File: src/rtl/lock_pkg.sv
// Shared types and width helpers for the keypad combination lock.
package lock_pkg;

  typedef enum logic [2:0] {
    IDLE    = 3'd0,
    OPEN    = 3'd1,
    NEW     = 3'd2,
    ALARM   = 3'd3,
    LOCKOUT = 3'd4
  } lock_state_e;

  localparam int STATE_W = 3;

  function automatic int max_int(input int a, input int b);
    return (a > b) ? a : b;
  endfunction

endpackage

File: src/rtl/keypad_lock_ctrl_digit_entry_buf.sv
// Keypad entry buffer: shifts digits in at the low end, saturating digit count,
// and flags a full entry that equals the compare value.
module digit_entry_buf #(
  parameter int DIGITS  = 4,
  parameter int DIGIT_W = 4,
  localparam int CODE_W = DIGITS * DIGIT_W,
  localparam int CNT_W  = $clog2(DIGITS + 1)
) (
  input  logic               clk_i,
  input  logic               rst_ni,
  input  logic               clr_i,
  input  logic               push_i,
  input  logic [DIGIT_W-1:0] digit_i,
  input  logic [CODE_W-1:0]  cmp_i,
  output logic [CODE_W-1:0]  buf_o,
  output logic               full_o,
  output logic               match_o
);

  logic [CODE_W-1:0] buf_q, buf_d, shifted;
  logic [CNT_W-1:0]  cnt_q, cnt_d;

  if (DIGITS == 1) begin : g_one
    assign shifted = digit_i;
  end else begin : g_many
    assign shifted = {buf_q[CODE_W-DIGIT_W-1:0], digit_i};
  end

  assign full_o  = (cnt_q == CNT_W'(DIGITS));
  assign match_o = full_o && (buf_q == cmp_i);
  assign buf_o   = buf_q;

  // Clear wins over a push; digits beyond a full entry are dropped.
  always_comb begin
    buf_d = buf_q;
    cnt_d = cnt_q;
    if (clr_i) begin
      buf_d = '0;
      cnt_d = '0;
    end else if (push_i && !full_o) begin
      buf_d = shifted;
      cnt_d = cnt_q + CNT_W'(1);
    end
  end

  always_ff @(posedge clk_i or negedge rst_ni) begin
    if (!rst_ni) begin
      buf_q <= '0;
      cnt_q <= '0;
    end else begin
      buf_q <= buf_d;
      cnt_q <= cnt_d;
    end
  end

endmodule

File: src/rtl/keypad_lock_ctrl.sv
// Keypad combination-lock controller: code check, failure counting, alarm with
// timed lockout, auto-relocking open state and in-place code change.
module keypad_lock_ctrl
  import lock_pkg::*;
#(
  parameter int DIGITS      = 4,
  parameter int DIGIT_W     = 4,
  parameter int MAX_TRIES   = 3,
  parameter int OPEN_CYC    = 50,
  parameter int LOCKOUT_CYC = 1000,
  parameter logic [DIGITS*DIGIT_W-1:0] DEFAULT_CODE = '0
) (
  input  logic                             Clock,
  input  logic                             Resetn,
  input  logic [DIGIT_W-1:0]               Digit,
  input  logic                             DigitValid,
  input  logic                             Enter,
  input  logic                             Change,
  input  logic                             Clear,
  input  logic                             AlarmAck,
  output logic                             Open,
  output logic                             New,
  output logic                             Alarm,
  output logic                             Locked,
  output logic [$clog2(MAX_TRIES+1)-1:0]   Tries
);

  localparam int CODE_W  = DIGITS * DIGIT_W;
  localparam int TRIES_W = $clog2(MAX_TRIES + 1);
  localparam int TMR_W   = $clog2(max_int(OPEN_CYC, LOCKOUT_CYC) + 1);

  lock_state_e        state_q, state_d;
  logic [TRIES_W-1:0] tries_q, tries_d, tries_inc;
  logic [CODE_W-1:0]  code_q, code_d;
  logic [TMR_W-1:0]   tmr_q, tmr_d;

  logic              act_enter, act_change, act_digit;
  logic              buf_clr, buf_push, buf_full, buf_match;
  logic [CODE_W-1:0] buf_val;

  assign act_enter  = Enter & ~Clear;
  assign act_change = Change & ~Clear & ~Enter;
  assign act_digit  = DigitValid & ~Clear & ~Enter & ~Change;
  assign tries_inc  = tries_q + TRIES_W'(1);

  // Any strobe other than a digit, or any state change, empties the entry.
  assign buf_clr  = Clear | Enter | Change | (state_d != state_q);
  assign buf_push = act_digit & ((state_q == IDLE) | (state_q == NEW));

  digit_entry_buf #(
    .DIGITS  (DIGITS),
    .DIGIT_W (DIGIT_W)
  ) u_entry (
    .clk_i   (Clock),
    .rst_ni  (Resetn),
    .clr_i   (buf_clr),
    .push_i  (buf_push),
    .digit_i (Digit),
    .cmp_i   (code_q),
    .buf_o   (buf_val),
    .full_o  (buf_full),
    .match_o (buf_match)
  );

  always_comb begin
    state_d = state_q;
    tries_d = tries_q;
    code_d  = code_q;
    tmr_d   = tmr_q;
    unique case (state_q)
      IDLE: begin
        if (act_enter || act_change) begin
          if (buf_match) begin
            tries_d = '0;
            if (act_enter) begin
              state_d = OPEN;
              tmr_d   = TMR_W'(OPEN_CYC - 1);
            end else begin
              state_d = NEW;
            end
          end else begin
            tries_d = tries_inc;
            if (tries_inc == TRIES_W'(MAX_TRIES)) state_d = ALARM;
          end
        end
      end
      OPEN: begin
        if (act_enter || tmr_q == '0) state_d = IDLE;
        else                          tmr_d   = tmr_q - TMR_W'(1);
      end
      NEW: begin
        if (act_enter) begin
          if (buf_full) code_d = buf_val;
          state_d = IDLE;
        end else if (act_change) begin
          state_d = IDLE;
        end
      end
      ALARM: begin
        if (AlarmAck) begin
          state_d = LOCKOUT;
          tmr_d   = TMR_W'(LOCKOUT_CYC - 1);
        end
      end
      LOCKOUT: begin
        if (tmr_q == '0) begin
          state_d = IDLE;
          tries_d = '0;
        end else begin
          tmr_d = tmr_q - TMR_W'(1);
        end
      end
      default: state_d = IDLE;
    endcase
  end

  always_ff @(posedge Clock or negedge Resetn) begin
    if (!Resetn) begin
      state_q <= IDLE;
      tries_q <= '0;
      code_q  <= DEFAULT_CODE;
      tmr_q   <= '0;
    end else begin
      state_q <= state_d;
      tries_q <= tries_d;
      code_q  <= code_d;
      tmr_q   <= tmr_d;
    end
  end

  assign Open   = (state_q == OPEN);
  assign New    = (state_q == NEW);
  assign Alarm  = (state_q == ALARM);
  assign Locked = (state_q == LOCKOUT);
  assign Tries  = tries_q;

endmodule

File: config.mk
export PLATFORM = sky130hd
export DESIGN_NAME = keypad_lock_ctrl
export DESIGN_NICKNAME = d
export VERILOG_FILES = /design/src/rtl/lock_pkg.sv /design/src/rtl/keypad_lock_ctrl_digit_entry_buf.sv /design/src/rtl/keypad_lock_ctrl.sv
export SDC_FILE = /design/constraint.sdc
export NUM_CORES = 1
export LEC_CHECK = 0
export ABC_AREA = 1
export ABC_CLOCK_PERIOD_IN_PS = 2600
export CORE_MARGIN = 10
export CORE_UTILIZATION = 56
export CTS_CLUSTER_SIZE = 10
export DETAILED_ROUTE_END_ITERATION = 6
export DONT_BUFFER_PORTS = 1
export PLACE_DENSITY = 0.71
export SYNTH_ARGS = -nofsm -noshare
export SYNTH_HDL_FRONTEND = slang
export SYNTH_HIERARCHICAL = 1
export SYNTH_SLANG_ARGS = --single-unit
File: constraint.sdc
create_clock -name Clock -period 2.6 [get_ports Clock]
set_clock_uncertainty 0.1 [all_clocks]
set_input_delay 0.39 -clock Clock [delete_from_list [all_inputs] [get_ports Clock]]
set_output_delay 0.39 -clock Clock [all_outputs]
set_load 0.03 [all_outputs]
# == After elaboration in Yosys (flattened, before gate mapping) ==
# Cells that the tools add are included.
# classes
n_bitwise,14
muxes,25
shift,0
mul,0
addsub,3
n_lt_le_gt_ge,0
div_mod_pow,0
n_reduce_logical,13
n_eq_ne,15
# ops
cell,count
two-way mux 10 bit,6
case mux 10 bit (4 select lines),1
two-way mux 16 bit,2
two-way mux 3 bit,10
equality test 16 bit,1
case mux 3 bit (5 select lines),1
logical NOT 10 bit,1
inequality test 2 bit (second input constant),5
subtractor 10 x 1 -> 10 bit (second input constant),1
two-way mux 2 bit,4
bitwise AND 1 bit,7
AND reduction 7 bit,1
equality test 3 x 2 -> 1 bit (second input constant),2
equality test 3 bit (second input constant),2
AND reduction 3 bit,2
inequality test 2 x 1 -> 1 bit (second input constant),2
bitwise OR 1 bit,4
case mux 2 bit (2 select lines),1
nonzero test 2 bit,2
nonzero test 4 bit,1
adder 3 x 1 -> 3 bit (second input constant),1
equality test 3 x 1 -> 1 bit (second input constant),1
logical NOT 3 bit,1
inequality test 3 bit,1
other kinds (6),10
# word_totals
out_inout_bits,6
memories,0
in_bits,11
word_cells,76
latch_bits,0
romBits,0
register_bits,50
ram_bits,0

# == Longest topological paths before layout ==
# depth
word_depth,9
depth_mapped,20
depth_no_buf,19

# == Cells and area by module ==
# Netlist, hierarchy kept.
# by_module_without_submodules
mod,area_each_um2,instances,cells_per_inst
keypad_lock_ctrl,1885.6,1,265
digit_entry_buf,1084.8,1,145

# == Worst setup path before layout ==
# OpenSTA, ideal clock, no wires.
# synth_path
path_type,reg-to-reg
from,register u_entry.cnt_q[0]
to,"register u_entry.buf_q[10], in the netlist u_entry/buf_o[10]"
synth_period_minus_slack_ns,2.203
required_time_ns,2.418
path_buffers,1
slack_ns,0.397
path_stages_with_launch,20
arrival_ns,2.021
cell_sequence,dfrtp_1 inv_1 ha_1 nand2_1 a21oi_1 nand2_1 nor2_1 nand3_1 nor2_1 nor2_1 nor2_1 nand2_1 nand3_1 nand2_1 nor2_1 nand2_1 inv_1 o21ai_4 buf_6 o22ai_1
# synth_via
elab_chain_len,8
# synth_rtl
element,line_no,text
from (decl),keypad_lock_ctrl_digit_entry_buf.sv:21,"logic [CNT_W-1:0] cnt_q, cnt_d;"
from (signal assigned),keypad_lock_ctrl_digit_entry_buf.sv:52,cnt_q <= cnt_d;
equality test 3 bit *,keypad_lock_ctrl_digit_entry_buf.sv:29,assign full_o = (cnt_q == CNT_W'(DIGITS));
logical AND 1 bit *,keypad_lock_ctrl_digit_entry_buf.sv:30,assign match_o = full_o && (buf_q == cmp_i);
via buf_match,keypad_lock_ctrl.sv:38,"logic buf_clr, buf_push, buf_full, buf_match;"
two-way mux 3 bit *,keypad_lock_ctrl.sv:73,if (buf_match) begin
two-way mux 3 bit *,keypad_lock_ctrl.sv:72,if (act_enter || act_change) begin
case mux 3 bit (5 select lines) *,keypad_lock_ctrl.sv:70,unique case (state_q)
inequality test 3 bit *,keypad_lock_ctrl.sv:47,assign buf_clr = Clear | Enter | Change | (state_d != state_q);
bitwise OR 1 bit *,keypad_lock_ctrl.sv:47,
via buf_clr,keypad_lock_ctrl.sv:38,
two-way mux 16 bit / nonzero test 2 bit (equally long branches),-,
to (signal assigned),keypad_lock_ctrl_digit_entry_buf.sv:51,buf_q <= buf_d;
to (decl),keypad_lock_ctrl_digit_entry_buf.sv:20,"logic [CODE_W-1:0] buf_q, buf_d, shifted;"
# The timed path passes the listed nets; every way through them passes the cells marked *.
# A chain may end at the register's enable or synchronous reset.

# == Final worst setup path ==
# layout_path
from,register u_entry.cnt_q[0]
to,"register u_entry.buf_q[14], in the netlist u_entry/buf_o[14]"
# The elaborated chain is that of the path after synthesis.

==> flow_metrics.py <==
metrics = {
    "timing": {
        "slew_headroom_pct": 71.1,
        "tightestPinTransition_ns": 0.432,
        "timing.final.crit_period_ns": 2.46,
        "hold_viol": 0,
        "holdWs_ns": 0.138,
        "setup_violations": 0,
        "finalCritPeriodShare_pct": 94.6,
        "fmax_ghz": 0.406,
        "finalMaxSlewViolations": 0,
        "rsz0062_at_grt": "yes",
    },
    "final_layout": {
        "n_antenna_cell": 0,
        "fin_nets": 435,
        "drive_gt1_share_pct": 11.9,
        "layout_commonest_cell": "nand2_1",
        "final_cell_mix": "132 x nand2_1, 58 x inv_1, 50 x dfrtp_1",
        "area_growth_pct": 7.92,
    },
    "critical_path": {
        "cp-end-kind": "register",
        "path_cells": "inv_2, ha_2, nand2_2, a21oi_2, nand2_1, nor2_1, nand3_1, nor2_2, nor2_1, nor2_1, nand2_1, nand3_1, nand2_1, nor2_1, nand2_1, inv_2, nand2_2, o22ai_1",
        "slowest_delay_ns": 0.41,
        "cp_top_family": "simple AND/OR/NAND/NOR gates",
        "reg2reg_to": "u_entry/buf_o[14]$_DFFE_PN0P_",
        "worst-setup-path-type": "register to register",
        "timing.rr.start": "u_entry/cnt_q[0]$_DFFE_PN0P_",
        "r2r_slack_ns": 0.14,
        "worstPathRequired_ns": 2.71,
        "arrival_ns": 2.58,
        "path_buf_inv": 2,
        "crit_fanout": 10,
        "crit_slowest_cell": "dfrtp_1",
        "reg2regPathDepth": 18,
        "startpoint_type": "register",
    },
    "clock_tree": {
        "clkTransAtPathRegs_ns": 0.09,
        "numCtsBuffers": 5,
        "cts_root_buffer": "clkbuf_8",
        "htree_levels": 2,
        "cts_buffer_depth": 2,
        "cts_tree": "yes",
        "cts_sinks": 50,
        "clk-insertion-delay-late_ns": 0.30,
    },
    "power_and_ir_drop": {
        "power_leakage_nw": 1.67,
        "powerDensity_nw_per_um2": 809,
        "ir_drop_mv": 0.333,
        "total_power_mw": 2.59,
    },
    "detailed_routing": {
        "ant_nets": 0,
        "drtPass1Iterations": 4,
        "routed_wl_um": 6510,
        "avgRoutedWirePerCell_um": 13.3,
        "drc": 0,
        "via_count": 2514,
        "drt_iter0_drc": 128,
        "vias_per_cell": 5.13,
    },
    "floorplan": {
        "die_x_um": 92.8,
        "placementRows": 26,
        "fp.coreArea_um2": 5140,
        "die_h_um": 92.8,
        "start_util_pct": 57.8,
        "ios": 17,
        "die_area_um2": 8620,
    },
    "placement": {
        "dpl.hpwl_um": 4720,
        "gp_congestion": 0.894,
        "io_buffers": 0,
    },
    "synth": {
        "yosysUniqueCellTypes": 28,
        "synth_fp_nets": 426,
        "avgSynthCellArea_um2": 7.24,
        "ys_seq_area_share_pct": 42.1,
        "yosys_warnings": 6,
        "syn_inst": 410,
        "ys_ff_latch": 50,
        "syn_area_um2": 2970,
    },
    "grt": {
        "track_usage_pct": 15.4,
        "grt_max_degree": 51,
        "grt_pass1_vias": 2330,
        "grt_pass1_wl_um": 10900,
        "antenna_found_initial": 0,
        "grt-ovfl-total": 0,
    },
    "worst_hold_path": {
        "hold_end": "u_entry/buf_o[0]$_DFFE_PN0P_",
        "hp-class": "input pin to register",
        "worstHoldPathCells": 2,
        "hp-start": "Digit[0]",
    },
    "status": {
        "run_status": "completed",
    },
    "job": {
        "drv_cap": 0,
    },
}
==> registers in the layout, indices dropped and copies added (netlist names) <==
name           cells
code_q            16
u_entry/buf_o     16
tmr_q             10
state_q            3
u_entry/cnt_q      3
Tries              2
==> what timing repair did <==
item / 4_1_cts / 5_1_grt
resized for setup: 0 / 8
endpoints found under the hold margin: 50 / 0
buffers inserted: 0 / 2
endpoints found under the setup margin: 0 / 29
hold buffers: 2 / 0
==> metal layers <==
layer  up-vias  track usage, %  routed length [um]
li1       1303               -                   -
met1      1164            18.6                2940
met2        42            26.6                3220
met3         5            3.95                 302
met4         0            3.86                  50
met5         -               0                   0
==> report_power, final <==
| group | switching, mW | total, mW | internal [mW] |
|---|---|---|---|
| combinational | 0.714 | 1.06 | 0.344 |
| clock | 0.255 | 0.500 | 0.244 |
| sequential | 0.157 | 1.03 | 0.878 |
==> per-stage QoR <==
stage / setup TNS [ns] / utilization (%) / area (um^2) / cells / worst slack (ns)
floorplan: 0 / - / 2970 / 410 / 0.397
global placement: 0 / 59.0 / 3030 / 478 / 0.204
detailed placement: 0 / 59.0 / 3030 / 478 / 0.0989
CTS: 0 / 61.8 / 3180 / 488 / 0.0277
global route: -0.369 / 62.4 / 3210 / 490 / -0.0542
finish: 0 / 62.4 / 3210 / 490 / 0.139
==> kinds of logic (layout without fill, tap and decap cells) <==
| group | count (synthesis) | count (layout) | share of synthesized area [%] |
|---|---|---|---|
| DFF | 50 | 50 | 42.1 |
| buffers and inverters | 74 | 84 | 10.7 |
| xor gates and xnor gates | 4 | 4 | 1.18 |
| and+or+nand+nor | 221 | 221 | 33.5 |
| adders and majority gates | 5 | 5 | 2.11 |
| AOI/OAI and AO/OA | 56 | 56 | 10.4 |
==> synthesized netlist by cell type <==
master    number  area [um^2]
a21oi_1        5         25.0
buf_2          2         10.0
buf_6          5         56.3
clkbuf_1       1         3.75
dfrtp_1       50         1250
ha_1           5         62.6
inv_1         61          229
inv_2          5         18.8
nand2_1      133          499
nand2_2        6         37.5
nand2_4        2         22.5
nand3_1       34          170
nand3_4        1         17.5
nand4_1        1         6.26
nor2_1        32          120
nor2_2         4         25.0
nor2_4         4         45.0
nor2_8         1         20.0
nor3_1         1         5.00
nor3_2         1         10.0
nor3_4         1         16.3
o211ai_1       1         7.51
o21ai_0       27          135
o21ai_1       10         50.1
o21ai_4        1         16.3
o22ai_1       12         75.1
xnor2_1        2         17.5
xor2_1         2         17.5
==> final cells by class <==
cell class	instances	area [um^2]
multi-input combinational	286	1410
fill	484	1930
clock buffer	7	96.3
inverter	66	248
tap	70	87.6
clock inverter	1	8.76
timing repair buffer	10	101
sequential	50	1250
==> worst max path at each step <==
stage	startpoint	to	slack, ns	depth (start not counted)
floorplan	u_entry/cnt_q[0]$_DFFE_PN0P_	u_entry/buf_o[10]$_DFFE_PN0P_	0.40	19
global route	u_entry/cnt_q[0]$_DFFE_PN0P_	u_entry/buf_o[14]$_DFFE_PN0P_	-0.05	18
global placement	u_entry/cnt_q[0]$_DFFE_PN0P_	u_entry/buf_o[11]$_DFFE_PN0P_	0.20	19
detailed placement	u_entry/cnt_q[0]$_DFFE_PN0P_	u_entry/buf_o[3]$_DFFE_PN0P_	0.1	20
CTS	u_entry/cnt_q[0]$_DFFE_PN0P_	u_entry/buf_o[3]$_DFFE_PN0P_	0.03	20
finish	u_entry/cnt_q[0]$_DFFE_PN0P_	u_entry/buf_o[14]$_DFFE_PN0P_	0.14	18
(Power assumes the default switching activity.)
